<file path="config.mk">
export PLATFORM = sky130hd
export DESIGN_NAME = pc_fetch_unit
export DESIGN_NICKNAME = d
export VERILOG_FILES = /design/src/rtl/fetch_pkg.sv /design/src/rtl/fetch_perf_ctr.sv /design/src/rtl/pc_fetch_unit.sv
export SDC_FILE = /design/constraint.sdc
export NUM_CORES = 1
export LEC_CHECK = 0
export BUFFER_PORTS_ARGS = -buffer_cell sky130_fd_sc_hd__buf_2
export CAP_MARGIN = 20
export CORE_AREA = 2 2 105 107
export CTS_CLUSTER_SIZE = 8
export DETAILED_ROUTE_END_ITERATION = 10
export DIE_AREA = 0 0 107 109
export GPL_ROUTABILITY_DRIVEN = 0
export PLACE_DENSITY = 0.74
export SLEW_MARGIN = 40
export SYNTH_ARGS = -nofsm -noshare
export SYNTH_HDL_FRONTEND = slang
export SYNTH_SLANG_ARGS = --single-unit
</file>
<file path="constraint.sdc">
create_clock -name clk -period 3 [get_ports clk]
set_input_delay 0.3 -clock clk [delete_from_list [all_inputs] [get_ports clk]]
set_output_delay 0.3 -clock clk [all_outputs]
set_load 0.005 [all_outputs]
</file>
<file path="src/rtl/fetch_pkg.sv">
// Shared types and constants for the PC fetch unit: FSM state encoding,
// instruction size and the NOP word the instruction register resets to.
package fetch_pkg;

    typedef enum logic [2:0] {
        REQ      = 3'd0,
        WAIT_RSP = 3'd1,
        DELIVER  = 3'd2,
        WAIT_NPC = 3'd3,
        HALT     = 3'd4,
        ERR      = 3'd5
    } fetch_state_e;

    localparam int          INSTR_BYTES = 4;
    localparam logic [31:0] NOP_INSTR   = 32'h0000_0000;

endpackage

</file>
<file path="src/rtl/fetch_perf_ctr.sv">
// Free-running fetch performance counters: retired fetches and cycles spent
// waiting for instruction memory. Both wrap at 2^32.
module fetch_perf_ctr (
    input  logic        clk,
    input  logic        rst_n,
    input  logic        fetch_inc,
    input  logic        wait_inc,
    output logic [31:0] fetch_cnt,
    output logic [31:0] mem_wait_cnt
);

    always_ff @(posedge clk or negedge rst_n) begin
        if (!rst_n) begin
            fetch_cnt    <= '0;
            mem_wait_cnt <= '0;
        end else begin
            if (fetch_inc) fetch_cnt    <= fetch_cnt + 32'd1;
            if (wait_inc)  mem_wait_cnt <= mem_wait_cnt + 32'd1;
        end
    end

endmodule

</file>
<file path="src/rtl/pc_fetch_unit.sv">
// Architectural PC owner and single-outstanding instruction fetcher.
// Optional perf counters are built only when FETCH_PERF_EN is defined.
module pc_fetch_unit
    import fetch_pkg::*;
#(
    parameter int                ADDR_W   = 32,
    parameter logic [ADDR_W-1:0] RESET_PC = '0
) (
    input  logic              clk,
    input  logic              rst_n,
    output logic              imem_req_valid,
    input  logic              imem_req_ready,
    output logic [ADDR_W-1:0] imem_req_addr,
    input  logic              imem_rsp_valid,
    input  logic [31:0]       imem_rsp_data,
    output logic              ir_valid,
    input  logic              ir_ready,
    output logic [31:0]       ir,
    output logic [ADDR_W-1:0] pc,
    output logic [ADDR_W-1:0] pc_plus,
    input  logic              npc_valid,
    input  logic [ADDR_W-1:0] npc,
    input  logic              halt,
    output logic              misalign,
    output logic [31:0]       fetch_cnt,
    output logic [31:0]       mem_wait_cnt,
    output logic [2:0]        state_dbg
);

    // Handshakes: a transfer happens on a rising edge where valid && ready.
    // A producer raising valid keeps it and its payload stable until that edge;
    // ready may toggle freely. imem_rsp_valid and npc_valid are single-cycle
    // strobes with no back-pressure and are only honoured in their own state.

    fetch_state_e state, state_next;
    logic         halt_pend;
    logic         halt_eff;
    logic         load_ir;
    logic         load_pc;
    logic         set_misalign;

    // halt may be a pulse; remember it so it still lands after an open transaction.
    assign halt_eff = halt | halt_pend;

    always_ff @(posedge clk or negedge rst_n) begin
        if (!rst_n) state <= REQ;
        else        state <= state_next;
    end

    always_comb begin
        state_next     = state;
        imem_req_valid = 1'b0;
        ir_valid       = 1'b0;
        load_ir        = 1'b0;
        load_pc        = 1'b0;
        set_misalign   = 1'b0;
        case (state)
            REQ: begin
                if (halt_eff) begin
                    state_next = HALT;
                end else begin
                    imem_req_valid = 1'b1;
                    if (imem_req_ready) state_next = WAIT_RSP;
                end
            end
            WAIT_RSP: begin
                if (imem_rsp_valid) begin
                    load_ir    = 1'b1;
                    state_next = DELIVER;
                end
            end
            DELIVER: begin
                ir_valid = 1'b1;
                if (ir_ready) state_next = halt_eff ? HALT : WAIT_NPC;
            end
            WAIT_NPC: begin
                if (halt_eff) begin
                    state_next = HALT;
                end else if (npc_valid) begin
                    load_pc = 1'b1;
                    if (npc[1:0] != 2'b00) begin
                        set_misalign = 1'b1;
                        state_next   = ERR;
                    end else begin
                        state_next = REQ;
                    end
                end
            end
            HALT:    state_next = HALT;
            ERR:     state_next = ERR;
            default: state_next = ERR;
        endcase
    end

    always_ff @(posedge clk or negedge rst_n) begin
        if (!rst_n) begin
            pc        <= RESET_PC;
            ir        <= NOP_INSTR;
            misalign  <= 1'b0;
            halt_pend <= 1'b0;
        end else begin
            if (halt)         halt_pend <= 1'b1;
            if (load_pc)      pc        <= npc;
            if (load_ir)      ir        <= imem_rsp_data;
            if (set_misalign) misalign  <= 1'b1;
        end
    end

    assign imem_req_addr = pc;
    assign pc_plus       = pc + ADDR_W'(INSTR_BYTES);
    assign state_dbg     = state;

`ifdef FETCH_PERF_EN
    logic ir_hs;
    logic in_wait_rsp;

    assign ir_hs       = ir_valid & ir_ready;
    assign in_wait_rsp = (state == WAIT_RSP);

    fetch_perf_ctr u_perf (
        .clk          (clk),
        .rst_n        (rst_n),
        .fetch_inc    (ir_hs),
        .wait_inc     (in_wait_rsp),
        .fetch_cnt    (fetch_cnt),
        .mem_wait_cnt (mem_wait_cnt)
    );
`else
    assign fetch_cnt    = '0;
    assign mem_wait_cnt = '0;
`endif

endmodule

</file>
==> run metrics, run 1 <==
M3 GR Usage=5.50%; Synth Register Bits=69; GRT Util Overall=15.8%; met2 Usage GRT=27.8%; Area Overhead vs Synth=21.7%; H-Tree Depth=3; Port Buffers=204; Layout Nets=around 600; max-cap viol count=0; met1 Use GR=between 10% and 20%; fraction of registers with async set or reset after synthesis=100%; Final Critical Period=2.50 ns; crit end category=output port; Avg Cell Area, Syn=11.5 sq um; sequential area share after synthesis=43.2%; crit-path leading delay family=simple AND/OR/NAND/NOR gates; Crit. Startpoint=imem_req_addr[2]; Root Driver=clkbuf_8; DRC violations left=0; Synth area leader=dfrtp_1; xor/xnor share of the synthesized area=6.14%; status=finished, final reports clean; grt total ovfl=0; area of the mapped netlist=4000 sq um; Sequential cell area=between 1500 and 2000 sq um; Initial DRT Pass Iterations=4; Worst Path Max Fanout=8; Synth top area share=approximately 43%; Initial Util=a little under two fifths; Die Ht=between 100 and 150 microns; hold bufs inserted after CTS=0; top cells by count, synth=buf_4 (101), dfrtp_1 (69), mux2_2 (64); hpwl dp=~7200 microns; Final Core Density=45.9%; Worst Tran Pin Value=slightly above 0.7 ns; final hold viol count=0; layout cell share with drive strength beyond 1=between 50% and 60%; busiest metal layer after global routing=met2; n_diodes=0; fin cells=between 600 and 700; die footprint=11700 sq um; initial antenna violation count=0; clk buf depth=2; cts bufs inserted=9; setup ws final=0.505 ns; Reg clk slew, reported paths=0.08 ns; Pwr Density=404 nW/um^2; Pleak=2.87 nW; DP Worst Slack=0.820 ns; CTS tree=built; final setup vio count=0; Critical Path RT=2.70 ns; Placed Cells=652; fin crit share=83.2%; FP Rows=38; area occupied by multi-input gates=1710 sq um; antenna-violating nets left=0; simple-gate share of the synthesized area=between 10% and 20%; post-synthesis compound-gate area fraction=1.53%; wire length per cell=14.1 microns; # clock sinks=69; most common cell in the netlist=buf_4; Worst slew margin=a little over half; pin count of the biggest net entering global routing=70; number of flops mapped to enable cells by yosys=0; Syn. warnings=0; Mapped Cells=348; multiplexer share of the synthesized area=18.0%; I/O Pins=between 200 and 300; first-pass GRT wire length=between 10000 and 15000 microns; Max Fclk=between 400 and 500 MHz; CP Class=register to output port; DR iter-0 viols=between 100 and 150; setup TNS=0 ns; library cells used by synthesis=34; Buffers & Inverters on Critical Path=1; Adder-Cell Fraction of Synth Area=0.313%; final WL=9390 microns; crit-path most repeated cell=nand3_1; worst-skew pair later-pin latency=0.34 ns; post-CTS sizing=0; core area=10600 sq um; max-slew violations=0; main combinational cell family by area after synthesis=buffers and inverters; number of global-route vias before repair=2807; worst r2r src=state_dbg[1]; post-CTS setup buffers=0; CP arrival=2.20 ns; Worst path slowest cell=dfrtp_1; top_reg_cell synth=dfrtp_1; vias per cell=4.41; Worst Hold Class=input port to async pin; Worst VDD drop=0.323 mV; Setup Skew=0.00690 ns; Filler cells=a little under 1000; CP Launch Type=register; largest stage delay on the critical path=0.44 ns; Via Count=2945; largest cells by area after synthesis=dfrtp_1 (43%), buf_4 (19%), mux2_2 (18%), xnor2_1 (4.4%), xor2_1 (1.8%); Die W=107 microns; worst-path cell chain=ha_1 -> nand3_1 -> nor4_4 -> nand3_1 -> xnor2_1 -> buf_2; RSZ-0062 raised after global routing=false
-- placed cells by master, fill, tap and decap left out, types with 6 or more instances in the layout --
cell type and count:
clkbuf_8 10, nor2_1 9, nand2_1 11, conb_1 64
xor2_1 8, nand3_1 12, xnor2_1 20, buf_2 204
mux2_2 64, dfrtp_1 69, nor3_1 7, nand4_1 6
-- per-layer routing --
metal  part of all wire, %  up-vias
li1                      -     1373
met1                    38     1399
met2                    51      166
met3                   9.6        7
met4                   1.0        0
met5                     0        -
-- metrics by stage --
step                      cell area [sq um]  hold WS [ns]  total power (W)
final                                  4860        0.0427          0.00197
after global routing                   4860        0.0981          0.00208
after CTS                              4860        0.0602          0.00200
after detailed placement               4680         0.457          0.00128
after global placement                 4680         0.463          0.00127
after floorplan                        4230       0.00441          0.00120
-- path summary, 6_finish.rpt --
check                      cells past startpoint           endpoint  slack [ns]
setup / recovery                               6        pc_plus[22]        0.50
hold / removal                                 2             ir[11]        0.04
setup reg to reg                               4              ir[3]        1.16
hold reg to reg                                1           misalign        0.48
max in group asynchronous                      2  imem_req_addr[15]        2.49
min in group clk                               2   imem_req_addr[5]        0.18
-- final cells by class --
cell class                      instances  share of cell area (%)
Timing Repair Buffer                  208                    21.7
Inverter                                3                   0.232
Tap cell                              140                    3.60
Multi-Input combinational cell        232                    35.2
Clock inverter                          6                   0.952
Clock buffer                           10                    2.83
Sequential cell                        69                    35.5
-- logic make-up after synthesis --
family | after synthesis
XOR/XNOR | 28
adder cells (fa/ha/maj) | 1
AO/OA/AOI/OAI | 8
multiplexers | 64
AND/OR/NAND/NOR | 67
buffers and inverters | 110
flip-flops | 69
other | 1
-- state kept, by name, indices dropped and copies added (netlist names) --
register,count
imem_req_addr,32
ir,32
state_dbg,3
halt_pend,1
misalign,1
-- power by group --
| group | switching [W] | internal (W) |
|---|---|---|
| clock network | 0.000380 | 0.000328 |
| registers | 0.0000442 | 0.000987 |
| logic | 0.000106 | 0.000121 |
-- worst register-to-register path: stages (launching register included) --
cell      delay [ns]
dfrtp_1         0.49
nand2b_1        0.24
nor3b_4         0.22
buf_4           0.38
mux2_2          0.40
Power figures use the tool's default switching activity.
==> run 2, diff against run 1 <==
--- a/config.mk
+++ b/config.mk
@@ -7,12 +7,12 @@
 export LEC_CHECK = 0
 export BUFFER_PORTS_ARGS = -buffer_cell sky130_fd_sc_hd__buf_2
 export CAP_MARGIN = 20
-export CORE_AREA = 2 2 105 107
+export CORE_ASPECT_RATIO = 0.9
+export CORE_UTILIZATION = 38
 export CTS_CLUSTER_SIZE = 8
 export DETAILED_ROUTE_END_ITERATION = 10
-export DIE_AREA = 0 0 107 109
 export GPL_ROUTABILITY_DRIVEN = 0
-export PLACE_DENSITY = 0.74
+export PLACE_DENSITY = 0.77
 export SLEW_MARGIN = 40
 export SYNTH_ARGS = -nofsm -noshare
 export SYNTH_HDL_FRONTEND = slang
==> constraint.sdc (replaced) <==
create_clock -name clk -period 2.25 [get_ports clk]
set_input_delay 0.225 -clock clk [delete_from_list [all_inputs] [get_ports clk]]
set_output_delay 0.225 -clock clk [all_outputs]
set_load 0.005 [all_outputs]
==> run metrics, run 2 (same netlist as run 1, synthesis figures left out) <==
die footprint=around 11000 sq um; final hold viol count=0; max-slew violations=0; hpwl dp=between 7000 and 8000 microns; CTS tree=built; Setup Skew=about 0.011 ns; Initial Util=39.0%; max-cap viol count=0; cts bufs inserted=9; Final Critical Period=2.12 ns; Worst slew margin=58.4%; status=finished, final reports clean; Pleak=2.96 nW; core area=10200 sq um; layout cell share with drive strength beyond 1=between 50 and 60%; Critical Path RT=roughly 2 ns; final WL=9290 microns; # clock sinks=69; Initial DRT Pass Iterations=6; Port Buffers=204; Overall Power=0.00309 W; Die W=110 microns; Max Fclk=472 MHz; path depth of the worst reg2reg path=4; Root Driver=clkbuf_16; worst-path cell chain=nand4_4 -> nor4_4 -> buf_6 -> nand4_1 -> xnor2_1 -> buf_2; vias per cell=~4.5; setup ws final=0.130 ns; worst hold path cell count=2; grt total ovfl=0; Die Ht=99.3 microns; I/O Pins=269; crit end category=output port; Worst Hold Class=input port to register; final setup vio count=0; Pwr Density=609 nW/um^2; Area Overhead vs Synth=27.1%; CP Launch Type=register; Worst Tran Pin Value=roughly 0.62 ns; H-Tree Depth=3; fin crit share=a little over nine tenths; Post-Place Cell Area=4720 sq um; RSZ-0062 raised after global routing=false; first-pass GRT wire length=14300 microns; Filler cells=917; Worst VDD drop=0.375 mV; setup TNS=0 ns; DP Worst Slack=0.103 ns; most frequent cells in the layout=buf_2 (203), mux2_2 (64), conb_1 (64); hold_ws=approximately 0.13 ns; commonest non-fill, non-tap cell in the layout=buf_2; DRC violations left=0; FP Rows=35; number of global-route vias before repair=2935; Worst Path Max Fanout=7; GRT Util Overall=between 10% and 20%; pin count of the biggest net entering global routing=70; CP arrival=1.89 ns; Reg clk slew, reported paths=~0.060 ns; worst-skew pair later-pin latency=0.32 ns; DR iter-0 viols=83; antenna-violating nets left=0; clk buf depth=2; wire length per cell=14.0 microns; n_diodes=0; Worst path slowest cell=dfrtp_2; Layout Nets=603; largest stage delay on the critical path=~0.46 ns; Via Count=3019; initial antenna violation count=0; Layout Cell Area excl Fill=5080 sq um; CP Class=register to output port
[run 2: cell count changes in the layout (fill, tap and decap cells not counted), sizes merged]
cell | previous run | this run
buf | 208 | 215
bufinv | 0 | 1
clkinv | 2 | 1
dlygate4sd3 | 0 | 1
[run 2: repair_timing]
item | 4_1_cts | 5_1_grt
pin swaps | 1 | 1
buffers inserted | 4 | 0
endpoints found under the setup margin | 8 | 13
hold endpoints to repair | 69 | 0
gates resized for setup | 3 | 7
hold buffers | 1 | 0
[run 2: per-layer routing]
metal  GRT usage (%)  part of all wire (%)  up-vias
li1                -                     -     1390
met1            20.0                    39     1442
met2            29.3                    52      172
met3            4.72                   7.2       15
met4            6.77                   1.9        0
met5               0                     0        -
[run 2: path summary, 6_finish.rpt]
check,from,slack [ns],to
worst max-delay path,imem_req_addr[6],0.13,pc_plus[28]
worst min-delay path,imem_rsp_data[26],0.13,ir[26]
worst max register to register,state_dbg[1],0.53,ir[14]
worst min register to register,misalign,0.49,misalign
max in group asynchronous,rst_n,1.31,imem_req_addr[4]
min in group asynchronous,rst_n,0.48,ir[8]
[run 2: final cells by class]
| cell class | instances | area, sq um | share of cell area [%] |
|---|---|---|---|
| Clock buffer | 10 | 229 | 4.51 |
| Tap cell | 129 | 161 | 3.18 |
| Timing Repair Buffer | 216 | 1150 | 22.6 |
| Multi-Input combinational cell | 232 | 1720 | 33.9 |
| Sequential cell | 69 | 1740 | 34.2 |
| Inverter | 3 | 11.3 | 0.222 |
| Clock inverter | 6 | 71.3 | 1.40 |
[run 2: report_power, final]
| group | total, W | internal, W | switching (W) |
|---|---|---|---|
| Combinational | 0.000302 | 0.000163 | 0.000140 |
| Clock | 0.00141 | 0.000868 | 0.000540 |
| Sequential | 0.00138 | 0.00132 | 0.0000606 |
[run 2: critical path: cells and delay by family, from the launching register on]
kind	cells	cell delay, ns
XOR/XNOR	1	0.18
AND/OR/NAND/NOR	3	0.61
buffers and inverters	2	0.32
flip-flops	1	0.46
[run 2: through the flow]
step | utilization [%] | std cells
2_1_floorplan | - | 411
3_3_place_gp | 46.0 | 644
3_5_place_dp | 46.0 | 644
4_1_cts | 49.5 | 665
5_1_grt | 49.5 | 665
6_report | 49.5 | 665
==> run 3, diff against run 2 <==
--- a/config.mk
+++ b/config.mk
@@ -5,14 +5,15 @@
 export SDC_FILE = /design/constraint.sdc
 export NUM_CORES = 1
 export LEC_CHECK = 0
+export ABC_AREA = 1
 export BUFFER_PORTS_ARGS = -buffer_cell sky130_fd_sc_hd__buf_2
 export CAP_MARGIN = 20
 export CORE_ASPECT_RATIO = 0.9
-export CORE_UTILIZATION = 38
+export CORE_UTILIZATION = 35
 export CTS_CLUSTER_SIZE = 8
 export DETAILED_ROUTE_END_ITERATION = 10
 export GPL_ROUTABILITY_DRIVEN = 0
-export PLACE_DENSITY = 0.77
+export PLACE_DENSITY = 0.7
 export SLEW_MARGIN = 40
 export SYNTH_ARGS = -nofsm -noshare
 export SYNTH_HDL_FRONTEND = slang
==> run metrics, run 3 <==
Crit. Startpoint=imem_req_addr[3]; Synth Register Bits=approximately 70; DRC violations left=0; H-Tree Depth=3; fin cells=915; status=finished, final reports clean; core area=11700 sq um; crit end category=output port; Initial Util=a little under two fifths; Syn. warnings=0; Setup Skew=a little under 0.005 ns; Initial DRT Pass Iterations=4; largest cells by area after synthesis=dfrtp_1 (40%), nand2_1 (18%), buf_4 (17%), inv_1 (4.7%), o21ai_0 (4.1%); fraction of registers with async set or reset after synthesis=100%; path depth of the worst reg2reg path=7; crit-path leading delay family=simple AND/OR/NAND/NOR gates; cts bufs inserted=9; antenna-violating nets left=0; final setup vio count=0; Reg clk slew, reported paths=0.06 ns; Worst Hold Class=input port to register; FP Rows=37; vias per cell=about 4.2; Synth area leader=dfrtp_1; Critical Path RT=2.03 ns; Worst path slowest cell=dfrtp_1; Port Buffers=204; DR iter-0 viols=146; Synth top area share=slightly above 40%; Root Driver=clkbuf_16; Pwr Density=509 nW/um^2; Via Count=3809; pin count of the biggest net entering global routing=52; top cells by count, synth=nand2_1 (201), buf_4 (98), dfrtp_1 (69); number of global-route vias before repair=about 3500; max-cap viol count=0; Avg Cell Area, Syn=7.45 sq um; area of the mapped netlist=4290 sq um; fin crit share=92.4%; most frequent cells in the layout=buf_2 (203), nand2_1 (200), dfrtp_1 (66); Worst Setup EP=pc_plus[18]; Die W=approximately 120 microns; worst-path cell chain=ha_2 -> nand2_1 -> nor2_1 -> nand2_2 -> nor2_4 -> nand2_1 -> xnor2_1 -> buf_2; clk buf depth=2; setup TNS=0 ns; reg2reg setup slack=0.65 ns; CP arrival=~1.9 ns; Max Fclk=481 MHz; grt total ovfl=0; # clock sinks=69; first-pass GRT wire length=18100 microns; hpwl dp=8980 microns; worst hold path cell count=3; most common cell in the netlist=nand2_1; Levels on crit path=8; library cells used by synthesis=27; worst r2r src=state_dbg[0]; crit-path most repeated cell=nand2_1; Worst VDD drop=0.439 mV; sequential area share after synthesis=roughly two fifths; reg-to-reg endpoint=imem_req_addr[24]; I/O Pins=269; Buffers & Inverters on Critical Path=1; initial antenna violation count=2; GRT Util Overall=around a fifth; final WL=11500 microns; Final Critical Period=2.08 ns; wire length per cell=12.5 microns; CP Class=register to output port; CP Launch Type=register; Area Overhead vs Synth=24.5%; commonest non-fill, non-tap cell in the layout=buf_2; RSZ-0062 raised after global routing=false; die footprint=12700 sq um; Pleak=3.21 nW; CTS tree=built; final hold viol count=0; top_reg_cell synth=dfrtp_1; number of flops mapped to enable cells by yosys=0; Worst Path Max Fanout=7; worst-skew pair later-pin latency=0.33 ns; Mapped Cells=575; Die Ht=107 microns; max-slew violations=0; Placed Cells=895; largest stage delay on the critical path=0.40 ns; layout cell share with drive strength beyond 1=32.5%; Layout Nets=824
## run 3: cell types whose count changed in the layout (fill, tap and decap cells not counted), moves of 5 or more
cell      before  now
nand2_1       11  200
mux2_2        64    0
inv_1          3   54
o21ai_0        1   35
nor2_1         9   35
xnor2_1       20    8
nand3b_1       0    8
nor2_2         0    7
nor3_1         7    1
and3_1         5    0
nand3_1       11   16
o21ai_1        0    5
## run 3: timing repair
action	CTS	global route
pin swaps	0	1
gates resized for setup	1	9
endpoints found under the hold margin	34	0
endpoints found under the setup margin	1	8
setup buffers	0	1
hold buffers	1	0
## run 3: final cells by class
cell class	count	area, sq um
inverter	55	206
clock buffer	11	243
timing repair buffer	213	1120
multi-input combinational	404	1800
fill	1228	6330
tap	156	195
sequential	69	1730
antenna	2	5.00
clock inverter	5	36.3
## run 3: kinds of logic (layout without fill, tap and decap cells)
family                     Yosys count  after routing  share of synthesized area (%)
AOI/OAI and AO/OA                   42             42                           5.02
buffers and inverters              165            284                           23.7
other                                1             66                         0.0875
xor gates and xnor gates            17             17                           3.47
DFF                                 69             69                           40.3
and+or+nand+nor                    280            280                           27.2
adders and majority gates            1              1                          0.292
## run 3: how the worst min path moves through the flow
stage / end / from / slack, ns
CTS: imem_req_addr[15] / npc[15] / 0.07
floorplan: halt_pend / rst_n / -0.07
global placement: imem_req_addr[31] / rst_n / 0.24
global route: imem_req_addr[15] / npc[15] / 0.08
finish: imem_req_addr[15] / npc[15] / 0.08
detailed placement: imem_req_addr[31] / rst_n / 0.23
## run 3: per-stage QoR
step	worst slack [ns]	cell area, sq um	util [%]	hold WS (ns)	total power, W
final	0.170	5340	45.7	0.0825	0.00271
after global routing	0.00131	5330	45.7	0.0774	0.00284
after CTS	0.0805	5300	45.5	0.0710	0.00276
after detailed placement	0.364	5010	43.0	0.234	0.00139
after global placement	0.412	5010	43.0	0.235	0.00139
after floorplan	0.694	4520	-	-0.0706	0.00138
## run 3: layer usage
metal / track usage, % / vias up / part of all wire [%]
li1: - / 1966 / -
met1: 23.3 / 1654 / 44
met2: 30.1 / 171 / 46
met4: 6.24 / 2 / 1.5
met5: 0 / - / 0.11
met3: 6.44 / 16 / 8.4
## run 3: report_power, final
part	switching [W]	internal [W]	total (W)
sequential	0	0.00124	0.00124
clock	0.000567	0.000776	0.00134
combinational	0.0000780	0.0000520	0.000130
## run 3: worst register-to-register path: cells and delay by family (launching register included)
| kind | cells | cell delay (ns) |
|---|---|---|
| buffers and inverters | 2 | 0.60 |
| flip-flops | 1 | 0.47 |
| AND/OR/NAND/NOR | 5 | 0.47 |
